## src/rtl/snn_pkg.sv

```systemverilog
// Shared constants and state encoding for the SNN image loader.
package snn_pkg;

    localparam int NUM_PIXELS = 784;
    localparam int ADDR_W     = 10;
    localparam logic [7:0] ASCII_BASE = 8'h30;

    localparam logic [ADDR_W-1:0] LAST_PIX = ADDR_W'(NUM_PIXELS - 1);
    localparam logic [ADDR_W-1:0] ADDR_ONE = ADDR_W'(1);

    typedef enum logic [2:0] {
        LOAD      = 3'd0,
        UNPACK    = 3'd1,
        START     = 3'd2,
        WAIT_CORE = 3'd3,
        TX        = 3'd4
    } loader_state_t;

    function automatic logic [7:0] digit_to_ascii(input logic [3:0] digit);
        return ASCII_BASE + {4'b0000, digit};
    endfunction

endpackage

```

## src/rtl/byte_unpacker.sv

```systemverilog
// One-byte hold buffer feeding an 8-bit LSB-first shift register; flags dropped bytes.
module byte_unpacker (
    input  logic       clk,
    input  logic       rst_n,
    input  logic [7:0] rx_data,
    input  logic       rx_rdy,
    input  logic       accept_en,
    input  logic       load,
    input  logic       shift,
    input  logic       ovr_clr,
    output logic       hold_full,
    output logic       bit_out,
    output logic       last_bit,
    output logic       overrun
);

    logic [7:0] hold_q, hold_d;
    logic       hold_full_q, hold_full_d;
    logic [7:0] shift_q, shift_d;
    logic [2:0] bit_cnt_q, bit_cnt_d;
    logic       overrun_q, overrun_d;
    logic       take_s, drop_s;

    // Next-state for hold, shift and overrun; a load frees the hold slot in the same cycle.
    always_comb begin
        take_s = rx_rdy & accept_en & (~hold_full_q | load);
        drop_s = rx_rdy & ~take_s;

        if (take_s) begin
            hold_d      = rx_data;
            hold_full_d = 1'b1;
        end else if (load) begin
            hold_d      = hold_q;
            hold_full_d = 1'b0;
        end else begin
            hold_d      = hold_q;
            hold_full_d = hold_full_q;
        end

        if (load) begin
            shift_d   = hold_q;
            bit_cnt_d = 3'd0;
        end else if (shift) begin
            shift_d   = {1'b0, shift_q[7:1]};
            bit_cnt_d = bit_cnt_q + 3'd1;
        end else begin
            shift_d   = shift_q;
            bit_cnt_d = bit_cnt_q;
        end

        overrun_d = (overrun_q & ~ovr_clr) | drop_s;
    end

    // State registers.
    always_ff @(posedge clk or negedge rst_n) begin
        if (!rst_n) begin
            hold_q      <= 8'h00;
            hold_full_q <= 1'b0;
            shift_q     <= 8'h00;
            bit_cnt_q   <= 3'd0;
            overrun_q   <= 1'b0;
        end else begin
            hold_q      <= hold_d;
            hold_full_q <= hold_full_d;
            shift_q     <= shift_d;
            bit_cnt_q   <= bit_cnt_d;
            overrun_q   <= overrun_d;
        end
    end

    assign hold_full = hold_full_q;
    assign bit_out   = shift_q[0];
    assign last_bit  = (bit_cnt_q == 3'd7);
    assign overrun   = overrun_q;

endmodule

```

## src/rtl/snn_image_loader.sv

```systemverilog
// Loads a packed 28x28 binary image into the input RAM, runs snn_core, returns the digit as ASCII.
module snn_image_loader
    import snn_pkg::*;
(
    input  logic              clk,
    input  logic              rst_n,
    input  logic [7:0]        rx_data,
    input  logic              rx_rdy,
    output logic              ram_d,
    output logic [ADDR_W-1:0] ram_addr,
    output logic              ram_we,
    input  logic [ADDR_W-1:0] core_addr,
    output logic              snn_start,
    input  logic              snn_done,
    input  logic [3:0]        snn_digit,
    output logic [7:0]        tx_data,
    output logic              tx_start,
    input  logic              tx_busy,
    output logic [3:0]        digit_out,
    output logic              overrun
);

    loader_state_t     state_q, state_d;
    logic [ADDR_W-1:0] pix_cnt_q, pix_cnt_d;
    logic              ram_we_q, ram_we_d;
    logic              snn_start_q, snn_start_d;
    logic              tx_start_q, tx_start_d;
    logic [7:0]        tx_data_q, tx_data_d;
    logic [3:0]        digit_out_q, digit_out_d;

    logic accept_en_s, load_s, shift_s, ovr_clr_s;
    logic hold_full_s, bit_out_s, last_bit_s, overrun_s;

    byte_unpacker u_unpacker (
        .clk       (clk),
        .rst_n     (rst_n),
        .rx_data   (rx_data),
        .rx_rdy    (rx_rdy),
        .accept_en (accept_en_s),
        .load      (load_s),
        .shift     (shift_s),
        .ovr_clr   (ovr_clr_s),
        .hold_full (hold_full_s),
        .bit_out   (bit_out_s),
        .last_bit  (last_bit_s),
        .overrun   (overrun_s)
    );

    // Loader FSM next-state; ram_we_d/snn_start_d describe the cycle after this one.
    always_comb begin
        state_d     = state_q;
        pix_cnt_d   = pix_cnt_q;
        ram_we_d    = 1'b0;
        snn_start_d = 1'b0;
        tx_start_d  = 1'b0;
        tx_data_d   = tx_data_q;
        digit_out_d = digit_out_q;
        load_s      = 1'b0;
        shift_s     = 1'b0;
        ovr_clr_s   = 1'b0;
        accept_en_s = (state_q == LOAD) || (state_q == UNPACK);

        case (state_q)
            LOAD: begin
                if (hold_full_s) begin
                    load_s   = 1'b1;
                    ram_we_d = 1'b1;
                    state_d  = UNPACK;
                end else begin
                    state_d  = LOAD;
                end
            end
            UNPACK: begin
                // Saturate so a full frame leaves the counter parked on the last pixel.
                if (pix_cnt_q != LAST_PIX) begin
                    pix_cnt_d = pix_cnt_q + ADDR_ONE;
                end else begin
                    pix_cnt_d = pix_cnt_q;
                end
                if (!last_bit_s) begin
                    shift_s  = 1'b1;
                    ram_we_d = 1'b1;
                end else if (pix_cnt_q == LAST_PIX) begin
                    shift_s     = 1'b1;
                    snn_start_d = 1'b1;
                    state_d     = START;
                end else if (hold_full_s) begin
                    load_s   = 1'b1;
                    ram_we_d = 1'b1;
                end else begin
                    shift_s  = 1'b1;
                    state_d  = LOAD;
                end
            end
            START: begin
                pix_cnt_d = {ADDR_W{1'b0}};
                ovr_clr_s = 1'b1;
                state_d   = WAIT_CORE;
            end
            WAIT_CORE: begin
                if (snn_done) begin
                    digit_out_d = snn_digit;
                    state_d     = TX;
                end else begin
                    state_d     = WAIT_CORE;
                end
            end
            TX: begin
                if (!tx_busy) begin
                    tx_start_d = 1'b1;
                    tx_data_d  = digit_to_ascii(digit_out_q);
                    state_d    = LOAD;
                end else begin
                    state_d    = TX;
                end
            end
            default: begin
                state_d = LOAD;
            end
        endcase
    end

    // The core owns the RAM address only while it is classifying.
    always_comb begin
        if (state_q == WAIT_CORE) begin
            ram_addr = core_addr;
        end else begin
            ram_addr = pix_cnt_q;
        end
    end

    // FSM state and registered outputs.
    always_ff @(posedge clk or negedge rst_n) begin
        if (!rst_n) begin
            state_q     <= LOAD;
            pix_cnt_q   <= {ADDR_W{1'b0}};
            ram_we_q    <= 1'b0;
            snn_start_q <= 1'b0;
            tx_start_q  <= 1'b0;
            tx_data_q   <= 8'h00;
            digit_out_q <= 4'h0;
        end else begin
            state_q     <= state_d;
            pix_cnt_q   <= pix_cnt_d;
            ram_we_q    <= ram_we_d;
            snn_start_q <= snn_start_d;
            tx_start_q  <= tx_start_d;
            tx_data_q   <= tx_data_d;
            digit_out_q <= digit_out_d;
        end
    end

    assign ram_d     = bit_out_s;
    assign ram_we    = ram_we_q;
    assign snn_start = snn_start_q;
    assign tx_start  = tx_start_q;
    assign tx_data   = tx_data_q;
    assign digit_out = digit_out_q;
    assign overrun   = overrun_s;

endmodule

```

## config.mk

```make
export PLATFORM = sky130hd
export DESIGN_NAME = snn_image_loader
export DESIGN_NICKNAME = d
export VERILOG_FILES = /design/src/rtl/snn_pkg.sv /design/src/rtl/byte_unpacker.sv /design/src/rtl/snn_image_loader.sv
export SDC_FILE = /design/constraint.sdc
export NUM_CORES = 1
export LEC_CHECK = 0
export ABC_CLOCK_PERIOD_IN_PS = 2000
export CORE_ASPECT_RATIO = 0.8
export CORE_MARGIN = 2
export CORE_UTILIZATION = 50
export CTS_CLUSTER_SIZE = 25
export DETAILED_ROUTE_END_ITERATION = 10
export HOLD_SLACK_MARGIN = 0.08
export PLACE_DENSITY = 0.8
export SETUP_SLACK_MARGIN = 0.3
export SYNTH_ARGS = -nofsm -noshare
export SYNTH_HDL_FRONTEND = slang
export SYNTH_SLANG_ARGS = --single-unit
```

## constraint.sdc

```tcl
create_clock -name clk -period 2 [get_ports clk]
set_input_delay 0.4 -clock clk [delete_from_list [all_inputs] [get_ports clk]]
set_output_delay 0.4 -clock clk [all_outputs]
set_load 0.02 [all_outputs]
```

==> impl_metrics.json, run 1 <==
{
  "syn-cell-area_um2": 2330,
  "cts_made_buffers": 5,
  "clk_pin_slew_ns": 0.08,
  "ys_ff_latch": 46,
  "worst-path-max-fanout": 5,
  "cp-end-kind": "output pin",
  "ys_warn_count": 0,
  "rsz0062_at_grt": "yes",
  "area_growth_pct": 45.4,
  "ant_nets": 0,
  "maxSlewViolCount": 0,
  "root_buffer": "clkbuf_8",
  "die_area_um2": 5220,
  "yosysSeqAreaShare": 0.495,
  "avgSynthCellArea_um2": 10.9,
  "clock_path_buffers": 2,
  "critPathKind": "register to output pin",
  "synth_edf_count": 0,
  "drt_iter0_markers": 249,
  "critPathLaunchType": "register",
  "hold_violations": 0,
  "synth_top_area_share": 0.495,
  "clock_sinks": 46,
  "fin_setup_tns_ns": 0,
  "layout-drive-gt1-share": 0.378,
  "dieWidth_um": 80.3,
  "grt_start_max_net_pins": 18,
  "fin_nets": 323,
  "clk_latency_ns": 0.30,
  "synthCells": 214,
  "critPathRequiredTime_ns": 1.60,
  "dp_cells": 326,
  "place_congestion": 0.827,
  "drc": 0,
  "grt_pass1_vias": 1950,
  "seq_power_share": 0.393,
  "whs_ns": 0.508,
  "synth-async-reset-ratio": 1.00,
  "synth.distinct_cells": 46,
  "cts.htree.levels": 2,
  "fmax_mhz": 545,
  "p_sw_mw": 1.39,
  "intPower_mw": 2.38,
  "outcome": "completed",
  "tritoncts": "done",
  "grt_overflow": 0,
  "yosysTopAreaCell": "dfrtp_1",
  "ir_drop_v": 0.000954,
  "viasPerCell": 5.91,
  "grt_pass1_wl_mm": 9.43,
  "wl_mm": 6.24,
  "cp.arrival_ns": 1.44,
  "min_period_ns": 1.84,
  "setup_viol": 0,
  "power.leakage_nw": 1.61,
  "fp-row-count": 22,
  "skew_ns": 0.00592,
  "via_count": 2092,
  "dp_hpwl_mm": 3.74,
  "wl_per_cell_um": 17.6,
  "drtPass1Iterations": 4,
  "gr-usage-all-layers": 0.235,
  "ys_top_cells_by_area": "dfrtp_1, mux2_2, a31oi_1, nor2_1, o21ai_0",
  "antenna_found_initial": 0,
  "min_path_type": "input pin to asynchronous set/reset pin",
  "p_sw_frac": 0.369,
  "antenna_cells": 0,
  "drv_cap": 0,
  "ys_dominant_reg_cell": "dfrtp_1",
  "p_clk_frac": 0.155,
  "core_area_um2": 4540,
  "period_share": 0.918,
  "initial_core_util": 0.512,
  "fin_cells": 354,
  "io_pins": 54,
  "power_per_cell_area_nw_per_um2": 1120,
  "p_comb_frac": 0.452,
  "die_y_um": 65.0,
  "numPortBuffers": 51
}
## sequential cells by signal, indices dropped and copies added, names as in the netlist
signal / flops
ram_we: 1
u_unpacker.hold_q: 8
snn_start: 1
u_unpacker.bit_cnt_q: 3
tx_start: 1
state_q: 3
u_unpacker.shift_q: 8
tx_data: 5
pix_cnt_q: 10
digit_out: 4
u_unpacker.hold_full: 1
u_unpacker.overrun: 1
## placed cells by master, fill, tap and decap left out, drive strengths merged, types with 2 or more instances in the layout
master and n:
nor3 3, inv 2, conb 2, and3 5, nor2b 2, nand2 11, or3b 2, dlymetal6s2s 6
clkbuf 7, a21oi 10, nand4 6, dfrtp 46, mux2i 2, mux2 26, a41o 3, nand3 9
clkdlybuf4s50 32, or2 2, ha 3, o21ai 12, xnor2 2, buf 42, a22o 3, nor2 20
dlygate4sd2 2, a31oi 14
## logic make-up after synthesis
logic type,Yosys count,synth area share
AND/OR/NAND/NOR,69,0.169
AO/OA/AOI/OAI,49,0.141
flip-flops,46,0.495
multiplexers,28,0.134
buffers and inverters,15,0.0323
adder cells (fa/ha/maj),3,0.0161
XOR/XNOR,3,0.0113
other,1,0.00161
## final timing paths
path / from / endpoint / slack (ns) / depth (start not counted)
min reg2reg: tx_data[4]$_DFFE_PN0P_ / tx_data[4]$_DFFE_PN0P_ / 0.51 / 1
min: rst_n / digit_out[2]$_DFFE_PN0P_ / 0.51 / 2
max: state_q[1]$_DFFE_PN0P_ / ram_addr[4] / 0.16 / 3
max in group asynchronous: rst_n / pix_cnt_q[6]$_DFFE_PN0P_ / 0.95 / 3
min in group clk: tx_data[4]$_DFFE_PN0P_ / tx_data[4]$_DFFE_PN0P_ / 0.51 / 1
max reg2reg: state_q[0]$_DFFE_PN0P_ / u_unpacker.shift_q[2]$_DFFE_PN0P_ / 0.19 / 5
## power groups by stage
stage | registers (mW) | logic, mW | clock network [mW]
final | 1.49 | 1.71 | 0.584
after global routing | 1.52 | 1.85 | 0.629
after CTS | 1.45 | 1.53 | 0.595
after detailed placement | 1.46 | 1.38 | 0
after global placement | 1.45 | 1.33 | 0
after floorplan | 1.41 | 0.954 | 0
## metal layers
metal  GRT usage  part of all wire
met1       0.330              0.44
met2       0.363              0.48
met3      0.0557             0.064
met4      0.0742             0.013
met5           0                 0
## final cells by class
class	count	area, um2
Sequential cell	46	1160
Fill cell	298	1160
Multi-Input combinational cell	155	1280
Timing Repair Buffer	83	768
Clock inverter	1	5.00
Clock buffer	7	86.3
Tap cell	60	75.1
Inverter	2	7.51
## cell usage after synthesis (2+ instances only)
master / instances
ha_1: 3
nand3_1: 8
dfrtp_1: 46
nand4_1: 6
a31oi_1: 13
inv_1: 2
a41o_1: 3
and3_1: 5
nor2b_1: 2
mux2i_1: 2
nor2_1: 19
buf_4: 3
or2_2: 2
or3b_2: 2
nand2_1: 11
xnor2_1: 2
o21ai_0: 11
buf_2: 5
mux2_2: 26
clkbuf_1: 4
nor3_1: 3
a21oi_1: 10
a22o_1: 3
## metrics by stage
stage          setup slack (ns)   util  cell area, um2  power, mW
2_1_floorplan             0.240      -            2340       2.36
3_3_place_gp            -0.0125  0.649            2950       2.78
3_5_place_dp            -0.0171  0.649            2950       2.84
4_1_cts                   0.170  0.708            3220       3.58
5_1_grt                   0.127  0.745            3380       4.00
6_report                  0.164  0.745            3380       3.78
## critical path, cell delays in order, from the launching register on
cell,delay [ns]
dfrtp_2,0.47
nand3_4,0.15
mux2_2,0.35
buf_4,0.16
## what timing repair did
action	4_1_cts	5_1_grt
gates cloned	1	0
setup endpoints to repair	37	43
buffers inserted	9	9
pin swaps	12	8
hold buffers	1	0
resized for setup	73	25
hold endpoints to repair	13	0
Power figures use the tool's default switching activity.
==> run 2, diff against run 1 <==
- CORE_UTILIZATION: 50 -> 25
- PLACE_DENSITY: 0.8 -> not set
- SLEW_MARGIN: not set -> 10
==> impl_metrics.json, run 2 (synthesis results as in run 1) <==
{
  "cp_slowest_cell": "dfrtp_2",
  "p_sw_frac": 0.348,
  "hold_buffers": 0,
  "p_sw_mw": 1.33,
  "seq_power_share": 0.382,
  "cp-endpoint": "ram_addr[3]",
  "drv_cap": 0,
  "r2r_cells": 5,
  "dp_hpwl_mm": 3.94,
  "die_area_um2": 10100,
  "fmax_mhz": 549,
  "clock_sinks": 46,
  "root_buffer": "clkbuf_16",
  "clk_pin_slew_ns": 0.06,
  "p_comb_frac": 0.406,
  "grt_overflow": 0,
  "fin_nets": 313,
  "drc": 0,
  "fin_ws_ns": 0.178,
  "via_count": 1914,
  "critPathLaunchType": "register",
  "multiInputGateArea_um2": 1230,
  "reg_top3": "pix_cnt_q: 10 flops, u_unpacker.hold_q: 8 flops, u_unpacker.shift_q: 8 flops",
  "regArea_um2": 1160,
  "cp-end-kind": "output pin",
  "min_path_type": "input pin to asynchronous set/reset pin",
  "initial_core_util": 0.258,
  "largest_reg_flops": 10,
  "maxSlewViolCount": 0,
  "drt_iter0_markers": 112,
  "io_pins": 54,
  "critPathRequiredTime_ns": 1.60,
  "wl_mm": 5.65,
  "power.leakage_nw": 1.52,
  "cts.htree.levels": 2,
  "fp-row-count": 31,
  "min_period_ns": 1.82,
  "skew_ns": 0.00485,
  "die_y_um": 90.3,
  "period_share": 0.911,
  "wl_per_cell_um": 14.2,
  "critical_path_buf_inv_count": 1,
  "cpLargestDelayFamily": "flip-flops",
  "reg2reg_setup_slack_ns": 0.22,
  "layout_common_cells": "dfrtp_1, clkdlybuf4s50_1, mux2_2, buf_4, nor2_1",
  "cp.arrival_ns": 1.42,
  "area_growth_pct": 44.1,
  "cp_slowest_stage_delay_ns": 0.47,
  "core_area_um2": 9040,
  "gr-usage-all-layers": 0.110,
  "r2r_end": "u_unpacker.shift_q[4]$_DFFE_PN0P_",
  "tritoncts": "done",
  "num-fill-cells": 882,
  "crit_start": "state_q[0]$_DFFE_PN0P_",
  "layout_commonest_cell": "dfrtp_1",
  "numPortBuffers": 51,
  "largest-register": "pix_cnt_q",
  "dieWidth_um": 112,
  "clk_latency_ns": 0.28,
  "hold_violations": 0,
  "grt_start_max_net_pins": 27,
  "antenna_cells": 0,
  "worst-path-max-fanout": 5,
  "layout-drive-gt1-share": 0.342,
  "intPower_mw": 2.49,
  "pre_cts_slack_ns": -0.0369,
  "worstMarginPinSlew_ns": 0.526,
  "cts_made_buffers": 5,
  "setup_viol": 0,
  "ir_drop_v": 0.000495,
  "drtPass1Iterations": 4,
  "path_depth": 3,
  "clock_path_buffers": 2,
  "grt_pass1_wl_mm": 9.01,
  "p_clk_frac": 0.211,
  "power_per_cell_area_nw_per_um2": 1140,
  "antenna_found_initial": 0,
  "place_congestion": 0.796,
  "outcome": "completed",
  "grt_pass1_vias": 1796,
  "ant_nets": 0,
  "worstPathCellList": "nand3_4, mux2_2, buf_2",
  "slew_headroom": 0.649,
  "viasPerCell": 4.80,
  "rsz0062_at_grt": "yes",
  "reg2reg_from": "state_q[0]$_DFFE_PN0P_",
  "critPathKind": "register to output pin",
  "whs_ns": 0.0923
}
==> run 2: cell types whose count changed in the layout (fill, tap and decap cells not counted), moves of 2 or more <==
cell | before | now
o21ai_1 | 4 | 7
buf_4 | 27 | 18
clkdlybuf4s50_1 | 32 | 35
o21ai_0 | 6 | 4
dlygate4sd2_1 | 2 | 0
clkbuf_8 | 6 | 0
mux2_2 | 21 | 24
mux2_4 | 5 | 2
clkbuf_16 | 0 | 5
and3_4 | 2 | 0
==> run 2: worst register-to-register path: stages (launching register included) <==
cell and delay (ns):
dfrtp_2 0.47, buf_6 0.18, or4b_4 0.53, and4_4 0.24
o21ai_1 0.15, a21oi_1 0.09
==> run 2: through the flow <==
| stage | utilization | TNS, ns | total power [mW] | cell area (um2) | cells |
|---|---|---|---|---|---|
| final | 0.371 | 0 | 3.82 | 3350 | 399 |
| after global routing | 0.371 | 0 | 4.08 | 3350 | 399 |
| after CTS | 0.357 | 0 | 3.74 | 3230 | 394 |
| after detailed placement | 0.336 | -0.0937 | 2.87 | 3040 | 382 |
| after global placement | 0.336 | -0.130 | 2.83 | 3040 | 382 |
| after floorplan | - | 0 | 2.36 | 2340 | 215 |
==> run 2: final cells by class <==
class	instances	area share
multi-input cells	155	0.366
flip-flops and latches	46	0.345
inverters	2	0.00224
clock inverters	3	0.00634
well taps	115	0.0429
clock buffers	5	0.0373
repair buffers	73	0.200
==> run 2: how the worst min path moves through the flow <==
stage / start / end / cells past startpoint
final: rst_n / pix_cnt_q[8]$_DFFE_PN0P_ / 1
after global routing: rst_n / pix_cnt_q[8]$_DFFE_PN0P_ / 1
after CTS: rst_n / pix_cnt_q[8]$_DFFE_PN0P_ / 1
after detailed placement: rst_n / pix_cnt_q[8]$_DFFE_PN0P_ / 1
after global placement: rst_n / pix_cnt_q[7]$_DFFE_PN0P_ / 1
after floorplan: rst_n / digit_out[0]$_DFFE_PN0P_ / 0
==> run 2: repair_timing <==
action                                  in CTS  in global routing
gates resized for setup                     59                 24
cloned                                       1                  1
buffers inserted                             3                  4
pin swaps                                   13                  2
endpoints found under the setup margin      33                 42
==> run 2: power by group through the flow <==
stage / Combinational (mW) / Sequential, mW / Clock (mW)
6_report: 1.55 / 1.46 / 0.808
5_1_grt: 1.70 / 1.50 / 0.877
4_1_cts: 1.46 / 1.45 / 0.830
3_5_place_dp: 1.42 / 1.45 / 0
3_3_place_gp: 1.38 / 1.45 / 0
2_1_floorplan: 0.954 / 1.41 / 0
==> run 2: layer usage <==
| layer | vias to the layer above | wire [um] | track usage |
|---|---|---|---|
| met4 | 0 | 70 | 0.0370 |
| li1 | 932 | - | - |
| met3 | 5 | 222 | 0.0215 |
| met2 | 46 | 2550 | 0.163 |
| met5 | - | 0 | 0 |
| met1 | 931 | 2810 | 0.159 |
